**src/rtl/lift_occupancy_counter_if.sv**
```systemverilog
// Bus for the lift occupancy counter: raw entry/exit sensors and clear in,
// occupancy count, status flags and reject pulses out.
interface lift_occupancy_counter_if #(
    parameter int WIDTH = 4
);
    logic             si;
    logic             so;
    logic             clr;
    logic [WIDTH-1:0] count;
    logic             full;
    logic             empty;
    logic             warn;
    logic             rejin;
    logic             rejout;

    modport master (
        output si, so, clr,
        input  count, full, empty, warn, rejin, rejout
    );

    modport slave (
        input  si, so, clr,
        output count, full, empty, warn, rejin, rejout
    );
endinterface

```
**src/rtl/lift_occupancy_counter.sv**
```systemverilog
// Lift occupancy counter: synchronises and debounces raw entry/exit sensors,
// then keeps a saturating head count with full/empty/warn flags and reject pulses.
module lift_occupancy_counter #(
    parameter int CAPACITY        = 9,
    parameter int WIDTH           = 4,
    parameter int DEBOUNCE_CYCLES = 4,
    parameter int WARN_LEVEL      = 8
) (
    input  logic                    clk,
    input  logic                    rst,
    lift_occupancy_counter_if.slave bus
);
    localparam int               CW   = $clog2(DEBOUNCE_CYCLES + 1);
    localparam logic [WIDTH-1:0] CAP  = WIDTH'(CAPACITY);
    localparam logic [WIDTH-1:0] WARN = WIDTH'(WARN_LEVEL);
    localparam logic [CW-1:0]    LAST = CW'(DEBOUNCE_CYCLES - 1);

    // Channel 0 is the entry sensor, channel 1 the exit sensor.
    logic [1:0]         raw;
    logic [1:0]         sync1;
    logic [1:0]         sync2;
    logic [1:0]         deb;
    logic [1:0]         deb_d;
    logic [1:0][CW-1:0] cnt;
    logic [1:0]         ev;
    logic               ent;
    logic               ext;

    logic [WIDTH-1:0]   count;
    logic               rejin;
    logic               rejout;

    assign raw = {bus.so, bus.si};

    always_ff @(posedge clk or posedge rst) begin
        if (rst) begin
            sync1 <= '0;
            sync2 <= '0;
            deb   <= '0;
            deb_d <= '0;
            cnt   <= '0;
        end else begin
            sync1 <= raw;
            sync2 <= sync1;
            deb_d <= deb;
            for (int i = 0; i < 2; i++) begin
                // A level is accepted only after an unbroken run of differing samples.
                if (sync2[i] != deb[i]) begin
                    if (cnt[i] == LAST) begin
                        deb[i] <= sync2[i];
                        cnt[i] <= '0;
                    end else begin
                        cnt[i] <= cnt[i] + 1'b1;
                    end
                end else begin
                    cnt[i] <= '0;
                end
            end
        end
    end

    assign ev  = deb & ~deb_d;
    assign ent = ev[0];
    assign ext = ev[1];

    // Clear beats events; simultaneous entry and exit cancel out with no reject.
    always_ff @(posedge clk or posedge rst) begin
        if (rst) begin
            count  <= '0;
            rejin  <= 1'b0;
            rejout <= 1'b0;
        end else begin
            rejin  <= 1'b0;
            rejout <= 1'b0;
            if (bus.clr) begin
                count <= '0;
            end else if (ent && !ext) begin
                if (count >= CAP) begin
                    rejin <= 1'b1;
                end else begin
                    count <= count + 1'b1;
                end
            end else if (ext && !ent) begin
                if (count == '0) begin
                    rejout <= 1'b1;
                end else begin
                    count <= count - 1'b1;
                end
            end
        end
    end

    assign bus.count  = count;
    assign bus.full   = (count == CAP);
    assign bus.empty  = (count == '0);
    assign bus.warn   = (count >= WARN);
    assign bus.rejin  = rejin;
    assign bus.rejout = rejout;
endmodule

```
**src/flat_wrapper.sv**
```systemverilog
// flat-port wrapper written by rule: the top's interface ports become plain ports
module lift_occupancy_counter_flat 
#(
    parameter int CAPACITY        = 9,
    parameter int WIDTH           = 4,
    parameter int DEBOUNCE_CYCLES = 4,
    parameter int WARN_LEVEL      = 8
)
  (clk, rst, bus_si, bus_so, bus_clr, bus_count, bus_full, bus_empty, bus_warn, bus_rejin, bus_rejout);
  lift_occupancy_counter_if #(.WIDTH(WIDTH)) bus_i ();
  input  logic clk;
  input  logic rst;
  input wire logic [$bits(bus_i.si)-1:0] bus_si;
  input wire logic [$bits(bus_i.so)-1:0] bus_so;
  input wire logic [$bits(bus_i.clr)-1:0] bus_clr;
  output wire logic [$bits(bus_i.count)-1:0] bus_count;
  output wire logic [$bits(bus_i.full)-1:0] bus_full;
  output wire logic [$bits(bus_i.empty)-1:0] bus_empty;
  output wire logic [$bits(bus_i.warn)-1:0] bus_warn;
  output wire logic [$bits(bus_i.rejin)-1:0] bus_rejin;
  output wire logic [$bits(bus_i.rejout)-1:0] bus_rejout;
  assign bus_i.si = bus_si;
  assign bus_i.so = bus_so;
  assign bus_i.clr = bus_clr;
  assign bus_count = bus_i.count;
  assign bus_full = bus_i.full;
  assign bus_empty = bus_i.empty;
  assign bus_warn = bus_i.warn;
  assign bus_rejin = bus_i.rejin;
  assign bus_rejout = bus_i.rejout;
  lift_occupancy_counter #(.CAPACITY(CAPACITY), .WIDTH(WIDTH), .DEBOUNCE_CYCLES(DEBOUNCE_CYCLES), .WARN_LEVEL(WARN_LEVEL)) u_core (.clk(clk), .rst(rst), .bus(bus_i));
endmodule
```
**config.mk**
```make
export PLATFORM = sky130hd
export DESIGN_NAME = lift_occupancy_counter_flat
export DESIGN_NICKNAME = d
export VERILOG_FILES = /design/src/rtl/lift_occupancy_counter_if.sv /design/src/rtl/lift_occupancy_counter.sv /design/src/flat_wrapper.sv
export SDC_FILE = /design/constraint.sdc
export NUM_CORES = 1
export LEC_CHECK = 0
export BUFFER_PORTS_ARGS = -buffer_cell sky130_fd_sc_hd__buf_4
export CORE_MARGIN = 2
export CORE_UTILIZATION = 30
export CTS_BUF_LIST = sky130_fd_sc_hd__clkbuf_4
export CTS_CLUSTER_SIZE = 30
export DETAILED_ROUTE_END_ITERATION = 6
export HOLD_SLACK_MARGIN = 0.03
export MAX_ROUTING_LAYER = met4
export SETUP_SLACK_MARGIN = 0.2
export SLEW_MARGIN = 20
export SYNTH_ARGS = -nofsm -noshare
export SYNTH_HDL_FRONTEND = slang
export SYNTH_SLANG_ARGS = --single-unit
```
**constraint.sdc**
```tcl
create_clock -name clk -period 5.65 [get_ports clk]
set_clock_uncertainty 0.1 [all_clocks]
set_input_delay 1.13 -clock clk [delete_from_list [all_inputs] [get_ports clk]]
set_output_delay 1.13 -clock clk [all_outputs]
set_load 0.005 [all_outputs]
```
==> impl_summary.md, run 1 <==
Setup path
The setup slack on the worst flop-to-flop path is 3.47 ns. The data required time at the worst endpoint is 4.42 ns. The element type at the critical path start is a register. On the worst path, the slowest cell contributes a delay of 0.58 ns. For this design, the slowest cell found on the critical path is sky130_fd_sc_hd__or4_4.

At the worst endpoint, the arrival time is 1.58 ns. Walking the worst path, the cells encountered are or4_4, inv_1, buf_4. The type of destination of the critical path is an output port. The critical path is of the register to output port type. In this run the worst path has a maximum fanout of 9.

Timing
The post-route minimum period is 2.81 ns. The minimum hold slack is 0.256 ns. The count of final max-slew check failures is 0.

After routing, the total negative slack on setup checks comes to 0 ns. The highest attainable clock frequency is 356 MHz. Setup violations remaining at the end of the flow were counted as 0. At the pin with the least slew margin, the transition time is 0.744 ns. The relative slew slack is 50.3%. The worst path setup slack after routing is 2.84 ns. Setup repair after global routing left no endpoint under its margin. The count of endpoints failing hold in the final timing report is 0.

In the finished design, the share of the clock period the worst path needs comes to 49.7%.

Clock tree
The clock tree buffer depth is 2. The number of buffers added for setup after CTS is 0. Clock tree synthesis inserted a total of 3 buffers. Clock-pin slew was measured on the worst setup and hold paths at 0.11 ns. The tree is rooted in a sky130_fd_sc_hd__clkbuf_4. The number of clock sinks is 20. The CTS tree is built.

The clock insertion delay at the later pin of the skew report is 0.30 ns. In this run the number of H-tree levels came out at 1. Buffers inserted to repair hold after CTS numbered 0. The total of cells resized after clock tree synthesis is 0.

Logic synthesis
Counting every instance in the synthesized netlist gives 77. Sorting the synthesized cells by area gives the leading types as sky130_fd_sc_hd__dfrtp_1 (55%), sky130_fd_sc_hd__ha_1 (5.5%), sky130_fd_sc_hd__nor3_1 (3.3%), sky130_fd_sc_hd__mux2_2 (2.5%), sky130_fd_sc_hd__nor3b_1 (2.5%). Counting every net in the synthesized netlist gives 86.

sky130_fd_sc_hd__dfrtp_1 is the most common cell in the netlist. Dividing the synthesized area by the synthesized cell count gives 11.7 sq um. The proportion of register bits with asynchronous set or reset after synthesis is 100%. In this run the biggest area consumer among cell types represents 55.5% of the synthesized area. The Yosys step of the flow raised 0 warnings. The number of enable flip-flop cells after synthesis is 0.

Summing the sequential cell areas from Yosys gives 55.5% of the chip area. In this run, distinct cell masters in the synthesized netlist total 30. The commonest cells after synthesis are sky130_fd_sc_hd__dfrtp_1 (20), sky130_fd_sc_hd__nor3_1 (6), sky130_fd_sc_hd__ha_1 (4), sky130_fd_sc_hd__inv_1 (4), sky130_fd_sc_hd__nand3_1 (4). The post-synthesis cell type with the largest combined area is sky130_fd_sc_hd__dfrtp_1. For this run, the leading register cell type out of synthesis is sky130_fd_sc_hd__dfrtp_1. In this run, synthesis produced a sequential element count of 20. The area of the mapped netlist is 902 sq um.

Placed design
Including well taps, the total number of placed cells is 120. Once detailed placement completed, the half-perimeter wirelength came to 1120 um. The placed standard-cell area is 0.00103 sq mm. The weighted congestion reported at the end of routability-driven placement is 0.893. The minimum setup slack after placement is 3.18 ns. The number of buffers added on ports is 13.

Outcome
The final reports fail on DRC. The run finished, with violations left.

Global route
The wire length of the first global-routing pass is 2550 um. For this run, the total global-route usage over all layers was measured as 10.3%. The largest net degree at the start of global routing is 21. The number of antenna violations at the first check in global routing is 0.

The via count of the first global-routing pass came to 627. The total overflow left after global routing is 0.

Power and ir drop
The portion of total power attributed to combinational logic is 46.5%. The net switching power figure is 0.213 mW. The static leakage is 0.488 nW. The switching power as a share of total power is 38.4%. The clock network accounts for 11.8% of the total power. IR analysis of the VDD net gives a maximum drop of 0.000230 V. The proportion of power drawn by flip-flops and latches is 41.7%. The internal power of the cells totals 0.341 mW.

The power density relative to cell area is 524 mW/mm^2.

Floorplanning
The count of pins on the block boundary is 14. Measured along the x axis, the die boundary spans 58.8 um. The number of rows in the core area is 19.

The overall die area is 0.00346 sq mm. The area of the core region is 0.00281 sq mm. The height of the die is 58.8 um.

For this configuration, the core starts out at a cell density of 32.2%.

Job
The max-cap violation count is 0.

Routing
Across all layers, the routed design uses 638 vias. The ratio of routed vias to standard cells is 5.19. The count of TritonRoute iterations in the first routing pass is 7. After the first detailed-routing iteration, the DRC count stood at 20. The routed wirelength normalized by instance count is 12.1 um. The remaining antenna violation count is 0. The aggregate routed wire length is 1490 um. In the routed design, unresolved DRC markers number 2.

Min path
The worst min-delay path category is register to register.

Cells and area
The summed area of non-filler cells in the final layout is 0.00106 sq mm. The area growth from synthesis to layout is 17.2%. The number of standard cells in the final layout excluding fillers is 123.

0 antenna diodes ended up in the layout. The post-layout net count is 103. The post-route netlist has 23.9% of its cells at a drive strength greater than 1.
logic make-up after synthesis:
kind of cell	after synthesis	share of synthesized area [%]
AND/OR/NAND/NOR	30	19.6
flip-flops	20	55.5
AO/OA/AOI/OAI	14	12.9
buffers and inverters	5	2.08
adder cells (fa/ha/maj)	4	5.55
XOR/XNOR	2	1.94
multiplexers	2	2.50
sequential cells by signal (all words and copies together) (netlist names):
| name | cells |
|---|---|
| u_core.cnt | 6 |
| u_core.deb | 2 |
| u_core.bus.count | 4 |
| u_core.bus.rejout | 1 |
| u_core.sync2 | 2 |
| u_core.deb_d | 2 |
| u_core.sync1 | 2 |
| u_core.bus.rejin | 1 |
cell type report:
class | instances | area [sq um]
timing repair buffer | 13 | 97.6
tap | 31 | 38.8
multi-input combinational | 52 | 383
fill | 276 | 1750
sequential | 20 | 500
clock buffer | 3 | 22.5
inverter | 4 | 15.0
routing by layer:
| layer | vias to the layer above | wire, um | global-route usage [%] |
|---|---|---|---|
| li1 | 315 | - | - |
| met4 | 0 | 29 | 6.49 |
| met1 | 298 | 711 | 11.7 |
| met5 | - | 0 | - |
| met3 | 6 | 102 | 4.62 |
| met2 | 19 | 645 | 14.6 |
power groups by stage:
stage | sequential, mW | combinational (mW) | clock (mW)
6_report | 0.231 | 0.257 | 0.0654
2_1_floorplan | 0.225 | 0.184 | 0
5_1_grt | 0.238 | 0.290 | 0.0755
3_5_place_dp | 0.233 | 0.258 | 0
4_1_cts | 0.230 | 0.259 | 0.0697
3_3_place_gp | 0.229 | 0.259 | 0
worst paths after layout:
kind,to,depth (start not counted),startpoint
max,bus_empty,3,u_core.bus.count[0]
min,u_core.sync2[0],0,u_core.sync1[0]
max reg2reg,u_core.bus.count[3],7,u_core.deb[0]
min reg2reg,u_core.sync2[0],0,u_core.sync1[0]
max in group asynchronous,u_core.cnt[5],2,rst
min in group asynchronous,u_core.cnt[3],2,rst
worst max-delay path, delay by kind of cell (launching register included):
family,cells,cell delay [ns]
buffers and inverters,2,0.21
and+or+nand+nor,1,0.58
DFF,1,0.49
cell usage in the layout (no fill, tap or decap), drive strengths merged:
| master | n |
|---|---|
| and3 | 1 |
| buf | 13 |
| a31o | 1 |
| clkbuf | 3 |
| nand3 | 4 |
| or3 | 1 |
| a31oi | 2 |
| nand4 | 1 |
| nor2b | 3 |
| inv | 4 |
| o211ai | 2 |
| a21boi | 1 |
| nor3b | 3 |
| o21ai | 2 |
| and2b | 2 |
| nand2 | 3 |
| ha | 4 |
| o311ai | 1 |
| nor4 | 1 |
| o31ai | 2 |
| a211oi | 1 |
| nor2 | 2 |
| xnor2 | 2 |
| o21a | 1 |
| a22o | 1 |
| mux2 | 2 |
| nor3 | 6 |
| nand2b | 2 |
| or4 | 1 |
| dfrtp | 20 |
per-stage QoR:
stage	utilization (%)	power, mW
after floorplan	-	0.409
after global placement	36.9	0.489
after detailed placement	36.9	0.492
after CTS	37.7	0.560
after global routing	37.7	0.604
final	37.7	0.554
Power figures use the tool's default switching activity.
==> inputs of run 2 (changes only) <==
ABC_AREA = 1   (was default)
clock period = 2.7 ns   (was 5.65 ns; I/O delays follow)
==> run 2 against run 1 <==
  * The run now ends clean
  * Sequential power grew 110%
  * Combinational power grew 130%
  * Power grew 140%
  * Design area grew 7.8%
==> impl_summary.md, run 2 <==
Cells and area
The fill cell instance count of the final layout is 311. In the layout the commonest cells are sky130_fd_sc_hd__nand2_1 (20), sky130_fd_sc_hd__dfrtp_1 (20), sky130_fd_sc_hd__inv_1 (16). The sequential cells in the finished layout cover a total of 500 sq um. Ranked by flip-flop count, first place goes to u_core.cnt.

The register with the most flip-flops in the layout has 6 of them. The count of inserted antenna diode cells is 0. After routing the design area is 0.00114 sq mm. The area growth from synthesis to final layout is 20.0%. The combined area of the multi-input logic cells is 367 sq um.

Measured on the finished design, the core utilization comes to 37.6%. In the final layout, the registers with the most flip-flops are u_core.cnt (6), u_core.bus.count (4). Cells with a size suffix above 1 make up 23.7% of the layout. After the last flow step, the layout net total stands at 124.

Clock tree
The CTS tree is built. In this run, CTS created clock tree buffers numbering 3. For this design, the CTS-stage hold fixing added 0 buffers. The clock passes through at most 2 buffers. In this run the number of H-tree levels came out at 1. For the worst-skew pair, the clock arrives at the later sink with an insertion delay of 0.31 ns. The number of clock sinks is 20.

Clock-pin slew was measured on the worst setup and hold paths at 0.12 ns. The tree is rooted in a sky130_fd_sc_hd__clkbuf_4. The number of gates resized after CTS was 0. Once the clock tree was built, the setup fixing pass inserted 0 buffers.

Routing
The aggregate routed wire length is 1580 um. The remaining antenna violation count is 0. The routed wirelength normalized by instance count is 10.0 um. The number of remaining DRC errors is 0. In this run, the number of DRC markers left after iteration 0 of detailed routing was 5. The number of vias in the routed layout is 667.

The first detailed-routing pass ran for 3 iterations. The ratio of routed vias to standard cells is 4.22.

Timing
Setup repair after global routing left no endpoint under its margin. The count of final max-slew check failures is 0. Dividing the final minimum period by the clock period gives 71.9%. The post-route minimum period is 1.94 ns.

The total negative slack is 0 ns. The count of endpoints failing hold in the final timing report came to 0. Setup violations remaining at the end of the flow were counted as 0. The slew of the pin with the lowest slew margin is 0.748 ns.

Timing would allow up to 515 MHz. Measured against its own limit, the worst slew margin works out to 50.1%. In the post-route analysis, the smallest setup slack over all paths is 0.758 ns.

Power and ir drop
Of the total power, combinational logic draws 44.7%. The internal portion of the total power is 0.806 mW. The static leakage is 0.586 nW.

For this design the ratio of total power to cell area is 1170 mW/mm^2. The share of total power dissipated in the clock network is 18.7%. For this design the total switching power over the nets is 0.527 mW.

The switching power as a share of total power is 39.5%. The proportion of power drawn by flip-flops and latches is 36.6%. The highest ir drop seen on vdd is 0.000296 V.

Global route
The via count of the first global-routing pass is 676. The total grt overflow is 0. The number of antenna violations at the first check in global routing is 0. The first global-routing pass estimated 2790 um of wire.

The largest net degree at the start of global routing is 21. For this run, the total global-route usage over all layers was measured as 10.9%.

Job
Max-cap violations in this run came to 0.

Logic synthesis
The number of warning messages in the yosys log is 0. The gate count of the mapped netlist is 99. A synthesized cell averages 9.59 sq um. The proportion of register bits with asynchronous set or reset after synthesis is 100%.

The synthesized design contains 0 enable-type register cells. After synthesis, the cell types taking the most area are sky130_fd_sc_hd__dfrtp_1 (53%), sky130_fd_sc_hd__nand2_1 (7.9%), sky130_fd_sc_hd__inv_1 (6.3%), sky130_fd_sc_hd__ha_1 (5.3%), sky130_fd_sc_hd__nand3_1 (3.2%). The leading register cell type out of synthesis is sky130_fd_sc_hd__dfrtp_1. The commonest cells after synthesis are sky130_fd_sc_hd__dfrtp_1 (20), sky130_fd_sc_hd__nand2_1 (20), sky130_fd_sc_hd__inv_1 (16).

The register bit total from synthesis is 20. The distinct cell type count after synthesis is 24. The post-synthesis cell type with the largest combined area is sky130_fd_sc_hd__dfrtp_1.

After synthesis, flip-flops and latches occupy 52.7% of the total area. Summed over its instances, the top area cell type makes up 52.7% of the synthesized netlist area. The area of the mapped netlist is 950 sq um. When the netlist entered floorplanning its net count stood at 108.

Placed design
The number of buffers added on ports is 13. The weighted congestion reported at the end of routability-driven placement is 0.753. The placed standard-cell area is 0.00109 sq mm. Timing analysis after detailed placement gives a worst setup slack of 1.01 ns.

The HPWL after detailed placement is 1230 um.

Setup path
The endpoint identified for the worst register-to-register timing path is u_core.bus.count[3]. For the worst flop-to-flop path, the logic depth is 10. The critical setup path kind is register to output port. The endpoint arrival time on the critical path is 1.30 ns. The data required time at the worst endpoint is 2.06 ns. For flop-to-flop paths, the worst setup slack is 1.00 ns. The top fanout value on the critical path is 9. The worst register-to-register path begins at u_core.deb[0]. The worst setup path is captured at an output port. The element type at the critical path start is a register.

Min path
The worst hold path begins at bus_so. The worst hold path belongs to the class input pin to register. The cell depth of the worst min-delay path is 1. The worst hold path terminates at u_core.sync1[1].

Floorplanning
The height of the die is 60.3 um. The overall die area is 0.00363 sq mm. The effective utilization at floorplan is 31.4%. The count of pins on the block boundary is 14.

The initialized floorplan defines 20 standard-cell rows. The core region is 0.00303 sq mm. The horizontal extent of the die is 60.3 um.

Outcome
The run finished with clean final reports.
[run 2: cell count changes in the layout (fill, tap and decap cells not counted), sizes merged, moves of 4 or more]
cell,previous run,this run
inv,4,18
nand2,3,23
nor2,2,7
nor3,6,2
[run 2: metal layers]
metal | GRT usage (%) | vias to the layer above | routed length, um
met1 | 12.6 | 315 | 718
met5 | - | - | 0
met3 | 2.38 | 4 | 47
met4 | 6.67 | 0 | 36
met2 | 17.1 | 12 | 777
li1 | - | 336 | -
[run 2: how the worst max path moves through the flow]
stage / from / to / slack (ns) / depth (start not counted)
after floorplan: u_core.deb_d[0] / u_core.bus.count[3] / 1.12 / 9
after global placement: u_core.deb_d[0] / u_core.bus.count[3] / 1.07 / 9
after detailed placement: u_core.deb[0] / u_core.bus.count[3] / 1.01 / 10
after CTS: u_core.bus.count[1] / bus_full / 0.74 / 2
after global routing: u_core.bus.count[1] / bus_empty / 0.68 / 4
final: u_core.bus.count[1] / bus_full / 0.76 / 2
[run 2: worst max-delay path, cell delays in order, from the launching register on]
cell                      delay (ns)
sky130_fd_sc_hd__dfrtp_1        0.51
sky130_fd_sc_hd__nor4_1         0.33
sky130_fd_sc_hd__buf_4          0.16
[run 2: metrics by stage]
step	cells	hold slack (ns)	power (mW)
global placement	154	0.236	1.07
global route	158	0.210	1.45
finish	158	0.232	1.33
CTS	158	0.223	1.35
floorplan	99	0.231	0.922
detailed placement	154	0.239	1.10
[run 2: kinds of logic after synthesis]
group | count (synthesis) | share of synthesized area [%]
xor gates and xnor gates | 3 | 2.77
adders and majority gates | 4 | 5.27
and+or+nand+nor | 45 | 24.6
DFF | 20 | 52.7
muxes | 1 | 1.19
AOI/OAI and AO/OA | 6 | 4.74
buffers and inverters | 20 | 8.70
[run 2: final cells by class]
class                           count  share of cell area (%)
Multi-Input combinational cell     59                    32.2
Inverter                           18                    5.93
Clock inverter                      1                    2.63
Clock buffer                        3                    1.98
Timing Repair Buffer               13                    8.56
Tap cell                           44                    4.83
Sequential cell                    20                    43.9
[run 2: power groups by stage]
stage | combinational, mW | clock (mW) | sequential (mW)
6_report | 0.597 | 0.249 | 0.488
5_1_grt | 0.683 | 0.268 | 0.502
4_1_cts | 0.606 | 0.256 | 0.489
3_5_place_dp | 0.604 | 0 | 0.496
3_3_place_gp | 0.583 | 0 | 0.491
2_1_floorplan | 0.456 | 0 | 0.467
==> inputs of run 3 (changes only) <==
clock period = 1.8 ns   (was 2.7 ns; I/O delays follow)
==> run 3 against run 2 <==
  * Core utilization is 5.8 points higher
  * Die area stayed put
  * Critical path depth is 1 higher
  * Combinational power is 120% higher
  * Count of clock-buffer cells in the layout stayed put
  * First-iteration DRC count is 20% higher
  * Critical endpoint unchanged
  * Critical path type unchanged
  * Register-to-register slack worse by 0.80 ns
  * Flip-flop and latch count stayed put
==> impl_summary.md, run 3 (same netlist as run 2, synthesis figures left out) <==
Clock tree
The tree built by TritonCTS fans out to 20 sinks. The clock insertion delay at the later pin of the skew report is 0.31 ns. The longest clock path from root to sink contains 2 buffers. The library cell used as clock root buffer is sky130_fd_sc_hd__clkbuf_4. The H-tree depth reported by CTS is 1.

The CTS tree is built. After clock tree synthesis, the clock-pin slew on the worst setup and hold paths is 0.12 ns. The TritonCTS buffer count is 3.

Timing
The worst path needs 1.62 ns of the cycle, external delays included. After routing, the total negative slack on setup checks comes to 0 ns. Setup violations remaining at the end of the flow were counted as 0. The slew of the pin with the lowest slew margin is 0.277 ns.

On the final layout, the worst hold slack is 0.0518 ns. Setup repair after global routing could not meet its margin everywhere. Static timing analysis puts the maximum clock frequency at 617 MHz. The relative slew slack is 81.4%. The count of endpoints failing hold in the final timing report is 0. Of the available clock period, the critical path in the final layout requires 90.0%. The count of final max-slew check failures is 0.

Setup path
The worst reg2reg path depth is 9. At the worst endpoint, the arrival time is 1.16 ns. The largest incremental delay on the critical path is 0.40 ns.

For this design, the slowest cell found on the critical path is sky130_fd_sc_hd__dfrtp_2. The type of destination of the critical path is an output port. The worst setup path is launched from a register. The critical path goes through inv_2, nor4_2, buf_4.

The critical setup path kind is register to output port. Along the worst path, the maximum fanout reaches 3. The endpoint of the most critical register-to-register path is u_core.bus.count[3]. Data on the critical path is required at its endpoint by 1.34 ns. The startpoint identified for the worst register-to-register timing path is u_core.deb_d[0].

In this run the register-to-register setup slack is 0.20 ns.

Cells and area
The fraction of final layout cells sized beyond drive strength 1 is 40.5%. After the flow finishes, the layout carries non-filler instances totaling 175. The area growth from synthesis to final layout is 38.5%. The count of inserted antenna diode cells is 0. The library cell used most frequently in the layout, excluding fill and tap cells, is sky130_fd_sc_hd__buf_4.

The post-layout net count is 141. The register with the most flip-flops in the layout has 6 of them. The largest register by flop count is u_core.cnt. The largest registers in the layout are u_core.cnt (6), u_core.bus.count (4). In the layout the commonest cells are sky130_fd_sc_hd__buf_4 (26), sky130_fd_sc_hd__nand2_1 (19), sky130_fd_sc_hd__dfrtp_1 (16).

Power and ir drop
The highest ir drop seen on vdd is 0.000464 V. Dividing total power by cell area gives a power density of 1830 mW/mm^2. The static leakage is 0.666 nW.

Global route
The first global-routing pass estimated 3090 um of wire. The largest net degree at the start of global routing is 20. The total track usage is 12.1%. The number of antenna violations at the first check in global routing is 0. The total grt overflow is 0.

The via count of the first global-routing pass is 728.

Min path
In this run the most critical hold path is launched from bus_so. The tightest min-delay check is of the input pin to register type. The worst hold endpoint is u_core.sync1[1]. Counting instances, the worst hold path has a depth of 1.

Routing
Once detail routing completed, the nets flagged for antenna violations numbered 0. The detailed router finished its first iteration with 6 violations. The number of vias in the routed layout is 753.

The count of TritonRoute iterations in the first routing pass is 4. The final layout contains routed wiring with a total length of 1900 um. The ratio of routed vias to standard cells is 4.30. For this run, design rule violations remaining after detail routing come to 0. The routed wirelength normalized by instance count is 10.9 um.

Floorplanning
The initial utilization of the core area, before any placement, comes to 31.4%. The height of the die is 60.3 um. The core region is 0.00303 sq mm. The horizontal extent of the die is 60.3 um. The die covers 0.00363 sq mm. The number of rows in the core area is 20. The count of pins on the block boundary is 14.

Placed design
The number of instances in the placed design is 155. At the end of routability-driven placement, the weighted congestion stood at 0.752. The number of buffers added on ports is 13. The HPWL after detailed placement is 1190 um.

Job
Max-cap violations in this run came to 0.

Outcome
The run finished with clean final reports.
[run 3: cell type report]
cell class / count / area, sq um
flip-flops and latches: 20 / 505
inverters: 18 / 67.6
clock buffers: 3 / 22.5
clock inverters: 1 / 30.0
well taps: 44 / 55.1
fillers: 292 / 1710
multi-input cells: 59 / 395
repair buffers: 30 / 239
[run 3: worst max path at each step]
stage	start	end	cells past startpoint
5_1_grt	u_core.deb_d[0]	u_core.bus.count[2]	8
3_5_place_dp	u_core.deb_d[0]	u_core.bus.count[3]	9
2_1_floorplan	u_core.deb_d[0]	u_core.bus.count[3]	9
6_report	u_core.bus.count[3]	bus_full	3
4_1_cts	u_core.bus.count[3]	bus_full	3
3_3_place_gp	u_core.deb_d[0]	u_core.bus.count[3]	9
[run 3: routing by layer]
metal / share of wire [%] / global-route usage (%)
met3: 2.4 / 1.52
met2: 53 / 19.3
met5: 0 / -
met4: 3.3 / 9.21
met1: 41 / 13.8
[run 3: power by group]
group          switching (mW)  internal [mW]  total [mW]
clock network           0.147          0.225       0.372
logic                   0.660          0.680        1.34
registers               0.102          0.592       0.694
[run 3: what timing repair did]
action / 4_1_cts / 5_1_grt
hold buffers: 1 / 0
pin swaps: 4 / 5
buffers inserted: 13 / 2
gates resized for setup: 7 / 7
endpoints found under the setup margin: 4 / 5
endpoints found under the hold margin: 20 / 0
[run 3: critical path, delay by kind of cell, from the launching register on]
family / cells / cell delay [ns]
flops: 1 / 0.40
buf+inv: 2 / 0.20
simple gates: 1 / 0.25
[run 3: per-stage QoR]
step                      instance area, sq um  worst slack [ns]  power [mW]  util, %
final                                     1320             0.180        2.41     43.4
after global routing                      1320            0.0890        2.61     43.4
after CTS                                 1280             0.161        2.30     42.2
after detailed placement                  1090             0.112        1.64     36.2
after global placement                    1090             0.167        1.61     36.2
after floorplan                            950             0.220        1.38        -
